$ cat src/rtl/muldiv_unit.sv
// muldiv_unit: iterative MIPS-style multiply/divide unit with HI/LO result registers.
// MULT/MULTU/DIV/DIVU take WIDTH iteration cycles plus one fix-up cycle.
// MTHI/MTLO write HI/LO directly in one cycle while the unit is idle.
module muldiv_unit #(
  parameter int WIDTH = 32,
  parameter int CNT_W = 6
) (
  input  logic             i_clk,
  input  logic             i_rst_n,
  input  logic             i_start,
  input  logic [5:0]       i_control,
  input  logic [WIDTH-1:0] i_op1,
  input  logic [WIDTH-1:0] i_op2,
  output logic [WIDTH-1:0] o_hi,
  output logic [WIDTH-1:0] o_lo,
  output logic             o_busy,
  output logic             o_done,
  output logic             o_div0
);

  localparam logic [5:0] FN_MULT  = 6'b011000;
  localparam logic [5:0] FN_MULTU = 6'b011001;
  localparam logic [5:0] FN_DIV   = 6'b011010;
  localparam logic [5:0] FN_DIVU  = 6'b011011;
  localparam logic [5:0] FN_MTHI  = 6'b010001;
  localparam logic [5:0] FN_MTLO  = 6'b010011;

  typedef enum logic [1:0] {S_IDLE, S_MUL, S_DIV, S_FIX} state_t;

  state_t             r_state;
  state_t             w_next;

  logic [WIDTH-1:0]   r_hi;
  logic [WIDTH-1:0]   r_lo;
  logic [WIDTH-1:0]   r_a;
  logic [WIDTH-1:0]   r_rem;
  logic [WIDTH-1:0]   r_quo;
  logic [2*WIDTH-1:0] r_acc;
  logic [CNT_W-1:0]   r_cnt;
  logic               r_busy;
  logic               r_done;
  logic               r_div0;
  logic               r_isDiv;
  logic               r_negQ;
  logic               r_negR;
  logic               r_zeroDiv;

  logic               w_isMul;
  logic               w_isDiv;
  logic               w_ldMul;
  logic               w_ldDiv;
  logic               w_mthi;
  logic               w_mtlo;
  logic               w_step;
  logic               w_lastStep;
  logic               w_fix;
  logic               w_signed;
  logic               w_s1;
  logic               w_s2;
  logic [WIDTH-1:0]   w_mag1;
  logic [WIDTH-1:0]   w_mag2;
  logic [WIDTH:0]     w_mulSum;
  logic [WIDTH:0]     w_trial;
  logic [WIDTH:0]     w_diff;
  logic               w_ge;
  logic [2*WIDTH-1:0] w_prod;
  logic [WIDTH-1:0]   w_quot;
  logic [WIDTH-1:0]   w_remd;

  // Operand decode: signed ops (funct bit 0 clear) use exact magnitudes; -MIN wraps to 2**(WIDTH-1).
  assign w_isMul  = (i_control == FN_MULT) || (i_control == FN_MULTU);
  assign w_isDiv  = (i_control == FN_DIV)  || (i_control == FN_DIVU);
  assign w_signed = ~i_control[0];
  assign w_s1     = w_signed & i_op1[WIDTH-1];
  assign w_s2     = w_signed & i_op2[WIDTH-1];
  assign w_mag1   = w_s1 ? -i_op1 : i_op1;
  assign w_mag2   = w_s2 ? -i_op2 : i_op2;

  // Shift-add step: add multiplicand into the upper half when the current multiplier bit is set.
  assign w_mulSum = {1'b0, r_acc[2*WIDTH-1:WIDTH]} + (r_acc[0] ? {1'b0, r_a} : '0);

  // Restoring divide step: the partial remainder never exceeds twice the divisor, so bit WIDTH is a valid sign.
  assign w_trial  = {r_rem, r_quo[WIDTH-1]};
  assign w_diff   = w_trial - {1'b0, r_a};
  assign w_ge     = ~w_diff[WIDTH];

  // Final sign correction; divide-by-zero and MIN/-1 fall out of the magnitude datapath naturally.
  assign w_prod   = r_negQ ? -r_acc : r_acc;
  assign w_quot   = r_negQ ? -r_quo : r_quo;
  assign w_remd   = r_negR ? -r_rem : r_rem;

  // State register.
  always_ff @(posedge i_clk or negedge i_rst_n) begin
    if (!i_rst_n) r_state <= S_IDLE;
    else          r_state <= w_next;
  end

  // Next-state logic: WIDTH iteration cycles, then one fix-up cycle back to idle.
  always_comb begin
    w_next = r_state;
    case (r_state)
      S_IDLE: begin
        if (w_ldMul)      w_next = S_MUL;
        else if (w_ldDiv) w_next = S_DIV;
      end
      S_MUL:   if (w_lastStep) w_next = S_FIX;
      S_DIV:   if (w_lastStep) w_next = S_FIX;
      S_FIX:   w_next = S_IDLE;
      default: w_next = S_IDLE;
    endcase
  end

  // Control decode per state: start requests only count while idle, which also filters MTHI/MTLO.
  always_comb begin
    w_ldMul    = 1'b0;
    w_ldDiv    = 1'b0;
    w_mthi     = 1'b0;
    w_mtlo     = 1'b0;
    w_step     = 1'b0;
    w_fix      = 1'b0;
    w_lastStep = (r_cnt == CNT_W'(WIDTH - 1));
    case (r_state)
      S_IDLE: begin
        w_ldMul = i_start & w_isMul;
        w_ldDiv = i_start & w_isDiv;
        w_mthi  = i_start & (i_control == FN_MTHI);
        w_mtlo  = i_start & (i_control == FN_MTLO);
      end
      S_MUL:   w_step = 1'b1;
      S_DIV:   w_step = 1'b1;
      S_FIX:   w_fix  = 1'b1;
      default: w_step = 1'b0;
    endcase
  end

  // Operand latch and iteration datapath; operands are captured once at the start edge only.
  always_ff @(posedge i_clk or negedge i_rst_n) begin
    if (!i_rst_n) begin
      r_a       <= '0;
      r_acc     <= '0;
      r_rem     <= '0;
      r_quo     <= '0;
      r_cnt     <= '0;
      r_isDiv   <= 1'b0;
      r_negQ    <= 1'b0;
      r_negR    <= 1'b0;
      r_zeroDiv <= 1'b0;
    end else if (w_ldMul) begin
      r_a       <= w_mag1;
      r_acc     <= {{WIDTH{1'b0}}, w_mag2};
      r_cnt     <= '0;
      r_isDiv   <= 1'b0;
      r_negQ    <= w_s1 ^ w_s2;
      r_negR    <= 1'b0;
      r_zeroDiv <= 1'b0;
    end else if (w_ldDiv) begin
      r_a       <= w_mag2;
      r_rem     <= '0;
      r_quo     <= w_mag1;
      r_cnt     <= '0;
      r_isDiv   <= 1'b1;
      r_negQ    <= w_s1 ^ w_s2;
      r_negR    <= w_s1;
      r_zeroDiv <= (i_op2 == '0);
    end else if (w_step) begin
      r_cnt <= r_cnt + 1'b1;
      if (r_state == S_MUL) begin
        r_acc <= {w_mulSum, r_acc[WIDTH-1:1]};
      end else begin
        r_rem <= w_ge ? w_diff[WIDTH-1:0] : w_trial[WIDTH-1:0];
        r_quo <= {r_quo[WIDTH-2:0], w_ge};
      end
    end else if (w_fix) begin
      r_cnt <= '0;
    end
  end

  // HI/LO update: results only at the fix-up edge, direct moves only while idle.
  always_ff @(posedge i_clk or negedge i_rst_n) begin
    if (!i_rst_n) begin
      r_hi <= '0;
      r_lo <= '0;
    end else if (w_fix) begin
      if (r_isDiv) begin
        r_hi <= w_remd;
        r_lo <= w_quot;
      end else begin
        r_hi <= w_prod[2*WIDTH-1:WIDTH];
        r_lo <= w_prod[WIDTH-1:0];
      end
    end else if (w_mthi) begin
      r_hi <= i_op1;
    end else if (w_mtlo) begin
      r_lo <= i_op1;
    end
  end

  // Handshake flags: busy spans start edge to fix edge, done/div0 pulse for the cycle after fix.
  always_ff @(posedge i_clk or negedge i_rst_n) begin
    if (!i_rst_n) begin
      r_busy <= 1'b0;
      r_done <= 1'b0;
      r_div0 <= 1'b0;
    end else begin
      if (w_ldMul || w_ldDiv) r_busy <= 1'b1;
      else if (w_fix)         r_busy <= 1'b0;
      r_done <= w_fix;
      r_div0 <= w_fix & r_isDiv & r_zeroDiv;
    end
  end

  assign o_hi   = r_hi;
  assign o_lo   = r_lo;
  assign o_busy = r_busy;
  assign o_done = r_done;
  assign o_div0 = r_div0;

endmodule

$ cat config.mk
export PLATFORM = sky130hd
export DESIGN_NAME = muldiv_unit
export DESIGN_NICKNAME = d
export VERILOG_FILES = /design/src/rtl/muldiv_unit.sv
export SDC_FILE = /design/constraint.sdc
export NUM_CORES = 1
export LEC_CHECK = 0
export CAP_MARGIN = 20
export CORE_ASPECT_RATIO = 0.7
export CORE_UTILIZATION = 52
export CTS_BUF_LIST = sky130_fd_sc_hd__clkbuf_16
export CTS_CLUSTER_DIAMETER = 120
export DETAILED_ROUTE_END_ITERATION = 8
export GPL_ROUTABILITY_DRIVEN = 0
export GPL_TIMING_DRIVEN = 1
export PLACE_DENSITY = 0.71
export SYNTH_ARGS = -nofsm -noshare
export SYNTH_HDL_FRONTEND = slang
export SYNTH_SLANG_ARGS = --single-unit
$ cat constraint.sdc
create_clock -name i_clk -period 6.9 [get_ports i_clk]
set_input_delay 2.07 -clock i_clk [delete_from_list [all_inputs] [get_ports i_clk]]
set_output_delay 2.07 -clock i_clk [all_outputs]
set_load 0.01 [all_outputs]
==> flow_metrics.env <==
export IMPL_worst_setup_path_start_kind="input pin"
export IMPL_cp_required_ns=7.33
export IMPL_power_density_nw_per_um2=525
export IMPL_post_synth_top_area_fraction_pct=32.2
export IMPL_whs_ns=0.483
export IMPL_area_delta_synth_final_pct=13.8
export IMPL_ys_ff_latch=239
export IMPL_slew_violations=0
export IMPL_crit_path_top_delay_cell="nor4bb_1"
export IMPL_path_clk_slew_ns=0.07
export IMPL_clk_latency_ns=0.56
export IMPL_dpl_hpwl_mm=52.7
export IMPL_drive_above_1_share_pct=5.20
export IMPL_finClkSkew_ns=0.0281
export IMPL_grt_overflow_total=0
export IMPL_htreeDepth=1
export IMPL_routed_wirelength_mm=69.1
export IMPL_ctsHoldBuffers=0
export IMPL_path_cells="clkdlybuf4s50_1 -> nor4bb_1 -> nand3_2 -> buf_4 -> a21oi_1 -> nor2_1 -> buf_4 -> nand2_1 -> nor2_1 -> a221o_1"
export IMPL_async_flop_share_pct=100
export IMPL_postLayoutCoreUtil_pct=60.6
export IMPL_status="complete, no violations"
export IMPL_nets=2476
export IMPL_ys_types=75
export IMPL_worstHoldPathType="flop to flop"
export IMPL_fmax_mhz=205
export IMPL_relSlewSlack_pct=28.4
export IMPL_synthFlopType="dfrtp_1"
export IMPL_rsz0062_at_grt="false"
export IMPL_grt_max_degree=124
export IMPL_post_route_period_util_pct=70.8
export IMPL_num_vias=18589
export IMPL_netlist_top_cells_count="267 x nand2_1, 256 x o21ai_0, 239 x dfrtp_1, 166 x a21oi_1, 143 x nor2_1"
export IMPL_synth_nets=2423
export IMPL_worstPathMaxFanout=51
export IMPL_die_area_um2=36500
export IMPL_rows=57
export IMPL_critPathMaxStageDelay_ns=0.63
export IMPL_tightestPinTransition_ns=1.07
export IMPL_worst_setup_path_end_kind="flop"
export IMPL_cts_repair_resize_count=0
export IMPL_yosysMostFrequentCell="nand2_1"
export IMPL_tns_ns=0
export IMPL_synthesis_area_um2=18600
export IMPL_final_cell_count_no_fill=2821
export IMPL_track_usage_pct=37.1
export IMPL_maxCapViolations=0
export IMPL_yosysSeqAreaShare_pct=32.2
export IMPL_worst_slack_ns=2.01
export IMPL_nFillCells=3104
export IMPL_synthCells=2274
export IMPL_post_cts_setup_buffers=0
export IMPL_crit_start="i_control[4]"
export IMPL_wl_per_cell_um=24.5
export IMPL_crit_type="input pin to flop"
export IMPL_clockBufferDepth=3
export IMPL_period_needed_ns=4.89
export IMPL_final_antenna_net_count=0
export IMPL_placed_cells=2770
export IMPL_ys_top_cells_by_area="dfrtp_1 32%, o21ai_0 6.9%, xnor2_1 5.7%, nand2_1 5.4%, xor2_1 5.1%"
export IMPL_drc=0
export IMPL_peakVddDrop_uv=326
export IMPL_p_leak_uw=0.00903
export IMPL_avgSynthCellArea_um2=8.18
export IMPL_vias_per_cell=6.59
export IMPL_synth_edf_count=0
export IMPL_io_pins=140
export IMPL_synth_area_leader_cell="dfrtp_1"
export IMPL_yosys_warnings=0
export IMPL_die_w_um=228
export IMPL_grt_first_pass_wirelength_mm=104
export IMPL_grt_pass1_vias=16845
export IMPL_hold_start="r_a[10]$_DFFE_PN0P_"
export IMPL_setup_violations_final=0
export IMPL_cts_sinks=239
export IMPL_cts_tree="done"
export IMPL_crit_family="simple AND/OR/NAND/NOR gates"
export IMPL_hold_viol=0
export IMPL_cp_data_arrival_time_ns=5.32
export IMPL_die_y_um=160
export IMPL_antenna_found_initial=1
export IMPL_io_buffers=139
export IMPL_start_util_pct=53.2
export IMPL_cts_root_buf="clkbuf_16"
export IMPL_numCtsBuffers=27
export IMPL_first_pass_iters=6
export IMPL_drt_iter0_markers=2711
export IMPL_r2r_start="r_acc[0]$_DFFE_PN0P_"
export IMPL_core_region_area_um2=34900
export IMPL_crit_buf_inv=3
export IMPL_dpl_worst_slack_ns=1.51
==> per-layer routing <==
metal / GRT usage (%) / wire (um) / up-vias
met5: 2.47 / 124 / -
met4: 9.03 / 1820 / 2
met3: 17.1 / 10600 / 104
met2: 47.2 / 26000 / 1159
met1: 55.0 / 30600 / 8950
li1: - / - / 8374
==> final cells by class <==
cell class / instances / area [um^2] / share of cell area [%]
clock inverter: 22 / 205 / 0.969
antenna: 2 / 5.00 / 0.0236
inverter: 67 / 251 / 1.19
tap: 472 / 591 / 2.79
clock buffer: 27 / 676 / 3.19
multi-input combinational: 1830 / 11900 / 56.2
timing repair buffer: 162 / 1570 / 7.41
sequential: 239 / 5990 / 28.3
==> power by group <==
| group | leakage (uW) | total [uW] | internal, uW | switching [uW] |
|---|---|---|---|---|
| sequential | 0.00298 | 2920 | 2040 | 884 |
| clock | 0.000441 | 1480 | 832 | 650 |
| combinational | 0.00560 | 6710 | 2570 | 4140 |
| total | 0.00903 | 11100 | 5440 | 5670 |
==> final timing paths <==
check,cells after the start,to,slack (ns)
setup / recovery,10,r_rem[26]$_DFFE_PN0P_,2.01
hold / removal,2,r_a[10]$_DFFE_PN0P_,0.48
setup reg to reg,12,r_acc[61]$_DFFE_PN0P_,2.11
hold reg to reg,2,r_a[10]$_DFFE_PN0P_,0.48
max in group asynchronous,2,r_rem[15]$_DFFE_PN0P_,4.04
min in group asynchronous,1,o_lo[6]$_DFFE_PN0P_,1.53
==> per-stage QoR <==
stage / instance area [um^2] / power [uW]
2_1_floorplan: 18600 / 7040
3_5_place_dp: 20300 / 9320
3_3_place_gp: 20300 / 9140
4_1_cts: 21200 / 10800
5_1_grt: 21200 / 11700
6_report: 21200 / 11100
==> cells by family after synthesis <==
logic type / share of synthesized area, %
flops: 32.2
compound gates: 23.8
buf+inv: 4.15
fa+ha+maj: 5.19
mux: 5.19
simple gates: 18.6
xor+xnor: 10.9
==> registers in the layout, summed over array words and instances, names as in the netlist <==
signal / count
o_lo: 32
o_done: 1
o_div0: 1
r_state: 2
r_negQ: 1
r_negR: 1
r_zeroDiv: 1
r_rem: 32
r_cnt: 6
o_busy: 1
r_acc: 64
r_isDiv: 1
r_a: 32
o_hi: 32
r_quo: 32
==> worst register-to-register path, cell delays in order (launching register included) <==
cell	delay, ns
dfrtp_1	0.49
inv_1	0.76
nor2_1	0.25
fa_1	0.54
a211oi_1	0.40
o21ai_0	0.28
a21oi_1	0.31
nor2_1	0.09
a311oi_1	0.69
a31o_2	0.29
a21oi_1	0.08
or2_2	0.28
a32o_1	0.25
==> placed cells by master, fill, tap and decap left out, types with 18 or more instances in the layout <==
cell type / synthesis / routed
nand2b_1: 29 / 29
xnor2_1: 122 / 121
xor2_1: 109 / 108
nor3_1: 40 / 40
or4_1: 30 / 30
nand4_1: 26 / 26
nand2_1: 267 / 267
a21oi_1: 166 / 166
nand3_1: 37 / 36
a22oi_1: 25 / 25
inv_1: 66 / 68
nor2_1: 143 / 140
clkdlybuf4s50_1: 0 / 138
o21ai_0: 256 / 256
clkbuf_16: 0 / 27
nor4_1: 20 / 20
ha_1: 74 / 73
a21o_1: 26 / 26
or3_1: 35 / 35
dfrtp_1: 239 / 237
buf_4: 0 / 23
mux2i_1: 75 / 75
o22ai_1: 23 / 23
o31ai_1: 34 / 34
o211ai_1: 57 / 57
o41ai_1: 18 / 18
No activity file was read; power rests on OpenSTA's default activity.
